### src/rtl/alu_rr_arbiter_pkg.sv
// Shared types and constants for the round-robin Hack ALU arbiter.
// Holds the FSM state type, control-bit positions and named ALU operations.
package alu_rr_arbiter_pkg;

  typedef enum logic [1:0] {
    IDLE = 2'd0,
    EXEC = 2'd1,
    RESP = 2'd2
  } state_t;

  // Bit positions inside the 6-bit {zx,nx,zy,ny,f,no} control word
  localparam int unsigned ZX = 5;
  localparam int unsigned NX = 4;
  localparam int unsigned ZY = 3;
  localparam int unsigned NY = 2;
  localparam int unsigned F  = 1;
  localparam int unsigned NO = 0;

  localparam int unsigned CTRL_W = 6;

  localparam logic [5:0] ALU_ZERO = 6'b101010;
  localparam logic [5:0] ALU_NEG1 = 6'b111010;
  localparam logic [5:0] ALU_X    = 6'b001100;
  localparam logic [5:0] ALU_NOTX = 6'b001101;
  localparam logic [5:0] ALU_ADD  = 6'b000010;
  localparam logic [5:0] ALU_AND  = 6'b000000;

endpackage

### src/rtl/alu_rr_arbiter_if.sv
// Request/response bus between the requesters and the shared-ALU arbiter.
// Vector signals are packed per port: port i at [i*WIDTH +: WIDTH] / [i*6 +: 6].
interface alu_rr_arbiter_if #(
  parameter int unsigned WIDTH = 16,
  parameter int unsigned NREQ  = 2
);

  logic [NREQ-1:0]       req_valid;
  logic [NREQ-1:0]       req_ready;
  logic [NREQ*WIDTH-1:0] req_x;
  logic [NREQ*WIDTH-1:0] req_y;
  logic [NREQ*6-1:0]     req_ctrl;
  logic [NREQ-1:0]       rsp_valid;
  logic [NREQ-1:0]       rsp_ready;
  logic [WIDTH-1:0]      rsp_out;
  logic                  rsp_zr;
  logic                  rsp_ng;
  logic                  busy;

  modport master (
    output req_valid, req_x, req_y, req_ctrl, rsp_ready,
    input  req_ready, rsp_valid, rsp_out, rsp_zr, rsp_ng, busy
  );

  modport slave (
    input  req_valid, req_x, req_y, req_ctrl, rsp_ready,
    output req_ready, rsp_valid, rsp_out, rsp_zr, rsp_ng, busy
  );

endinterface

### src/rtl/alu_rr_arbiter_hack_alu.sv
// Combinational Hack-style ALU: zx/nx on x, zy/ny on y, add or and, then no.
// zr and ng reflect the final (post-no) result.
module hack_alu
  import alu_rr_arbiter_pkg::*;
#(
  parameter int unsigned WIDTH = 16
) (
  input  logic [WIDTH-1:0]  i_x,
  input  logic [WIDTH-1:0]  i_y,
  input  logic [CTRL_W-1:0] i_ctrl,
  output logic [WIDTH-1:0]  o_out,
  output logic              o_zr,
  output logic              o_ng
);

  logic [WIDTH-1:0] w_x;
  logic [WIDTH-1:0] w_y;
  logic [WIDTH-1:0] w_f;

  always_comb begin
    w_x = i_ctrl[ZX] ? '0 : i_x;
    if (i_ctrl[NX]) w_x = ~w_x;
    w_y = i_ctrl[ZY] ? '0 : i_y;
    if (i_ctrl[NY]) w_y = ~w_y;
    w_f   = i_ctrl[F] ? (w_x + w_y) : (w_x & w_y);
    o_out = i_ctrl[NO] ? ~w_f : w_f;
    o_zr  = (o_out == '0);
    o_ng  = o_out[WIDTH-1];
  end

endmodule

### src/rtl/alu_rr_arbiter.sv
// Two-port round-robin arbiter sharing one Hack ALU: grant in IDLE, evaluate in
// EXEC, hold the registered result in RESP until the owning port accepts it.
module alu_rr_arbiter
  import alu_rr_arbiter_pkg::*;
#(
  parameter int unsigned WIDTH = 16,
  parameter int unsigned NREQ  = 2
) (
  input  logic            clk,
  input  logic            reset,
  alu_rr_arbiter_if.slave bus
);

  state_t              r_state;
  logic                r_ptr;
  logic                r_owner;
  logic [WIDTH-1:0]    r_x;
  logic [WIDTH-1:0]    r_y;
  logic [CTRL_W-1:0]   r_ctrl;
  logic [WIDTH-1:0]    r_out;
  logic                r_zr;
  logic                r_ng;
  logic [NREQ-1:0]     r_rsp_valid;

  logic                w_any;
  logic                w_win;
  logic [NREQ-1:0]     w_grant;
  logic [NREQ-1:0]     w_owner_oh;
  logic [WIDTH-1:0]    w_sel_x;
  logic [WIDTH-1:0]    w_sel_y;
  logic [CTRL_W-1:0]   w_sel_ctrl;
  logic [WIDTH-1:0]    w_alu_out;
  logic                w_alu_zr;
  logic                w_alu_ng;

  // Pointed port wins if valid, otherwise the other port (two-port revision)
  always_comb begin
    w_any      = |bus.req_valid;
    w_win      = bus.req_valid[r_ptr] ? r_ptr : ~r_ptr;
    w_grant    = '0;
    if (r_state == IDLE && w_any) w_grant[w_win] = 1'b1;
    w_owner_oh = '0;
    w_owner_oh[r_owner] = 1'b1;
    w_sel_x    = w_win ? bus.req_x[WIDTH +: WIDTH]       : bus.req_x[0 +: WIDTH];
    w_sel_y    = w_win ? bus.req_y[WIDTH +: WIDTH]       : bus.req_y[0 +: WIDTH];
    w_sel_ctrl = w_win ? bus.req_ctrl[CTRL_W +: CTRL_W]  : bus.req_ctrl[0 +: CTRL_W];
  end

  hack_alu #(
    .WIDTH (WIDTH)
  ) u_alu (
    .i_x    (r_x),
    .i_y    (r_y),
    .i_ctrl (r_ctrl),
    .o_out  (w_alu_out),
    .o_zr   (w_alu_zr),
    .o_ng   (w_alu_ng)
  );

  always_ff @(posedge clk or posedge reset) begin
    if (reset) begin
      r_state     <= IDLE;
      r_ptr       <= 1'b0;
      r_owner     <= 1'b0;
      r_x         <= '0;
      r_y         <= '0;
      r_ctrl      <= '0;
      r_out       <= '0;
      r_zr        <= 1'b0;
      r_ng        <= 1'b0;
      r_rsp_valid <= '0;
    end else begin
      case (r_state)
        IDLE: begin
          if (w_any) begin
            r_x     <= w_sel_x;
            r_y     <= w_sel_y;
            r_ctrl  <= w_sel_ctrl;
            r_owner <= w_win;
            r_ptr   <= ~w_win;
            r_state <= EXEC;
          end
        end
        EXEC: begin
          r_out       <= w_alu_out;
          r_zr        <= w_alu_zr;
          r_ng        <= w_alu_ng;
          r_rsp_valid <= w_owner_oh;
          r_state     <= RESP;
        end
        RESP: begin
          if (bus.rsp_ready[r_owner]) begin
            r_rsp_valid <= '0;
            r_state     <= IDLE;
          end
        end
        default: r_state <= IDLE;
      endcase
    end
  end

  assign bus.req_ready = w_grant;
  assign bus.rsp_valid = r_rsp_valid;
  assign bus.rsp_out   = r_out;
  assign bus.rsp_zr    = r_zr;
  assign bus.rsp_ng    = r_ng;
  assign bus.busy      = (r_state != IDLE);

endmodule

### src/flat_wrapper.sv
// flat-port wrapper written by rule: the top's interface ports become plain ports
module alu_rr_arbiter_flat import alu_rr_arbiter_pkg::*;
#(
  parameter int unsigned WIDTH = 16,
  parameter int unsigned NREQ  = 2
)
  (clk, reset, bus_req_valid, bus_req_x, bus_req_y, bus_req_ctrl, bus_rsp_ready, bus_req_ready, bus_rsp_valid, bus_rsp_out, bus_rsp_zr, bus_rsp_ng, bus_busy);
  alu_rr_arbiter_if #(.WIDTH(WIDTH), .NREQ(NREQ)) bus_i ();
  input  logic clk;
  input  logic reset;
  input wire logic [$bits(bus_i.req_valid)-1:0] bus_req_valid;
  input wire logic [$bits(bus_i.req_x)-1:0] bus_req_x;
  input wire logic [$bits(bus_i.req_y)-1:0] bus_req_y;
  input wire logic [$bits(bus_i.req_ctrl)-1:0] bus_req_ctrl;
  input wire logic [$bits(bus_i.rsp_ready)-1:0] bus_rsp_ready;
  output wire logic [$bits(bus_i.req_ready)-1:0] bus_req_ready;
  output wire logic [$bits(bus_i.rsp_valid)-1:0] bus_rsp_valid;
  output wire logic [$bits(bus_i.rsp_out)-1:0] bus_rsp_out;
  output wire logic [$bits(bus_i.rsp_zr)-1:0] bus_rsp_zr;
  output wire logic [$bits(bus_i.rsp_ng)-1:0] bus_rsp_ng;
  output wire logic [$bits(bus_i.busy)-1:0] bus_busy;
  assign bus_i.req_valid = bus_req_valid;
  assign bus_i.req_x = bus_req_x;
  assign bus_i.req_y = bus_req_y;
  assign bus_i.req_ctrl = bus_req_ctrl;
  assign bus_i.rsp_ready = bus_rsp_ready;
  assign bus_req_ready = bus_i.req_ready;
  assign bus_rsp_valid = bus_i.rsp_valid;
  assign bus_rsp_out = bus_i.rsp_out;
  assign bus_rsp_zr = bus_i.rsp_zr;
  assign bus_rsp_ng = bus_i.rsp_ng;
  assign bus_busy = bus_i.busy;
  alu_rr_arbiter #(.WIDTH(WIDTH), .NREQ(NREQ)) u_core (.clk(clk), .reset(reset), .bus(bus_i));
endmodule
### config.mk
export PLATFORM = sky130hd
export DESIGN_NAME = alu_rr_arbiter_flat
export DESIGN_NICKNAME = d
export VERILOG_FILES = /design/src/rtl/alu_rr_arbiter_pkg.sv /design/src/rtl/alu_rr_arbiter_if.sv /design/src/rtl/alu_rr_arbiter_hack_alu.sv /design/src/rtl/alu_rr_arbiter.sv /design/src/flat_wrapper.sv
export SDC_FILE = /design/constraint.sdc
export NUM_CORES = 1
export LEC_CHECK = 0
export ABC_AREA = 1
export CORE_AREA = 4 4 130 132
export DETAILED_ROUTE_END_ITERATION = 7
export DIE_AREA = 0 0 134 136
export HOLD_SLACK_MARGIN = 0.02
export PLACE_DENSITY = 0.61
export SKIP_CTS_REPAIR_TIMING = 1
export SYNTH_ARGS = -nofsm -noshare
export SYNTH_HDL_FRONTEND = slang
export SYNTH_SLANG_ARGS = --single-unit
### constraint.sdc
create_clock -name clk -period 2.5 [get_ports clk]
set_input_delay 0.25 -clock clk [delete_from_list [all_inputs] [get_ports clk]]
set_output_delay 0.25 -clock clk [all_outputs]
set_load 0.1 [all_outputs]
==> qor.yml <==
outcome:
  status: "finished, violations left"
  violations: "setup timing"
drt:
  wl_per_cell_um: 12.89
  wl_um: 13930
  drt_iter0_markers: 199
  vias: 4892
  postRouteAntennaNets: 0
  vias_per_cell: 4.525
  drc: 0
  drt_first_pass_iters: 6
synth:
  ys.warnings.count: 0
  ys.flop_type: "dfrtp_1"
  ys_ff_latch: 61
  synth.largest_area_cell: "dfrtp_1"
  ys_types: 28
  syn_area_um2: 4669
  synth_top_area_share_pct: 32.69
  postSynthCellCount: 721
  syn_avg_cell_area_um2: 6.476
  synth_nets: 820
  synth.area.top_cells: "dfrtp_1 33%, nand2_1 23%, nand3_1 11%"
  synth-seq-area-share_pct: 32.69
  synth_edf_count: 0
  synth-async-reset-ratio_pct: 100.0
critical_path:
  end_kind: "register"
  crit_path_start: "u_core.r_ctrl[3]$_DFFE_PP0P_"
  required_ns: 2.77
  crit_path_max_fanout: 5
  r2r_start: "u_core.r_ctrl[3]$_DFFE_PP0P_"
  start_kind: "register"
  critical_path_class: "reg -> reg"
  worstPathArrival_ns: 2.82
grt:
  grt_max_degree: 62
  grt_pass1_wl_um: 22560
  overflow: 0
  track_usage_pct: 15.26
  grt_pass1_vias: 4657
  antenna_found_initial: 0
sta:
  skew_ns: 0.008467
  worst_pin_slew_ns: 0.4857
  final_max_slew_viol_count: 0
  fin_crit_sh_pct: 101.8
  clock.fmax_mhz: 392.9
  finalSetupViolCount: 1
  finalHoldViolCount: 0
  worst_hold_slack_ns: 0.2890
  slew_headroom_pct: 67.59
  rsz0062_at_grt: "yes"
  postLayoutSetupSlackWorst_ns: -0.04534
  layout_min_cycle_time_ns: 2.545
die:
  coreArea_um2: 15710
  die_w_um: 134
  start_util_pct: 29.72
  dieArea_um2: 18220
  top_level_ports: 105
  die_y_um: 136
  num_rows: 46
cells_and_area:
  final_cell_mix: "268 x nand2_1, 98 x nand3_1, 81 x clkdlybuf4s50_1"
  area_growth_pct: 47.70
  final_common_cell: "nand2_1"
  drive_above_1_share_pct: 20.00
  final_nets: 959
  n_antenna_cell: 0
place:
  place_ws_ns: -0.1177
  gp_congestion: 0.9066
  io_buffers: 104
  hpwl_um: 10940
cts:
  cts_tree: "done"
  cts-root-buf: "clkbuf_16"
  clk_pin_slew_ns: 0.06
  cts_buffer_depth: 2
  cts_max_level: 3
  clk_latency_ns: 0.34
  cts_inserted_buffers: 9
  cts_sinks: 61
job:
  cap_violations: 0
worst_hold_path:
  hold_class: "in -> async"
[worst max-delay path, stage by stage, from the launching register on]
cell and delay [ns]:
dfrtp_1 0.37, inv_2 0.09, buf_6 0.12, nand2_1 0.07, xor2_1 0.20, inv_1 0.10
ha_4 0.30, nand2_1 0.08, buf_4 0.14, inv_1 0.04, nand2_1 0.05, nand2_2 0.07
inv_1 0.07, nand3_1 0.11, nand2_1 0.07, nand3_1 0.07, nand3_1 0.08, nand2_2 0.13
nand3_1 0.09, nor2_1 0.09, nand3_1 0.07, nand2_1 0.06
[sequential cells by signal, summed over array words and instances (netlist names)]
name                  count
u_core.bus.rsp_out       16
u_core.bus.rsp_valid      2
u_core.bus.rsp_zr         1
u_core.r_ctrl             6
u_core.r_owner            1
u_core.r_ptr              1
u_core.r_state            2
u_core.r_x               16
u_core.r_y               16
[logic make-up (layout without fill, tap and decap cells)]
kind of cell	count (synthesis)	after routing	synth area share [%]
XOR/XNOR	33	33	6.190
flip-flops	61	61	32.69
AO/OA/AOI/OAI	42	42	5.520
adder cells (fa/ha/maj)	17	17	4.716
AND/OR/NAND/NOR	450	450	40.51
buffers and inverters	118	262	10.37
[metrics by stage]
step / std cells / area, um2 / util (%) / TNS [ns]
after detailed placement: 1062 / 6220 / 39.58 / -0.1285
final: 1081 / 6897 / 43.89 / -0.04534
after floorplan: 721 / 4681 / - / 0
after global placement: 1062 / 6220 / 39.58 / -0.08375
after CTS: 1078 / 6544 / 41.65 / -0.2037
after global routing: 1081 / 6897 / 43.89 / -0.5961
[final timing paths]
| check | end | slack [ns] | cells after the start |
|---|---|---|---|
| max reg2reg | u_core.bus.rsp_zr$_DFFE_PP0P_ | -0.05 | 21 |
| min in group clk | u_core.r_x[3]$_DFFE_PP0P_ | 0.46 | 3 |
| max in group asynchronous | u_core.r_x[1]$_DFFE_PP0P_ | 1.93 | 3 |
| max | u_core.bus.rsp_zr$_DFFE_PP0P_ | -0.05 | 21 |
| min | u_core.r_state[0]$_DFFE_PP0P_ | 0.29 | 3 |
| min reg2reg | u_core.bus.rsp_out[11]$_DFFE_PP0P_ | 0.48 | 2 |
[routing by layer]
metal / global-route usage (%) / vias up / wire length, um
li1: - / 2551 / -
met1: 19.86 / 2176 / 6445
met2: 24.42 / 139 / 6220
met3: 3.997 / 26 / 884
met4: 5.657 / 0 / 382
met5: 0 / - / 0
[area by class of cell]
class | instances | area (um2)
fill | 1640 | 8816
multi-input combinational | 542 | 2968
sequential | 61 | 1526
timing repair buffer | 158 | 1478
inverter | 88 | 330.3
tap | 216 | 270.3
clock buffer | 9 | 225.2
clock inverter | 7 | 98.84
[synthesized netlist by cell type (8+ instances only)]
library cell / instances
buf_2: 9
a31oi_1: 8
clkbuf_1: 13
inv_1: 83
nor2_1: 32
xor2_1: 33
ha_1: 16
a21oi_1: 10
o21ai_0: 14
nand2_1: 292
buf_4: 8
nand3_1: 106
dfrtp_1: 61
Power is not shown: default switching activity piles up to over one toggle a cycle in this logic, so the estimate is an artifact.
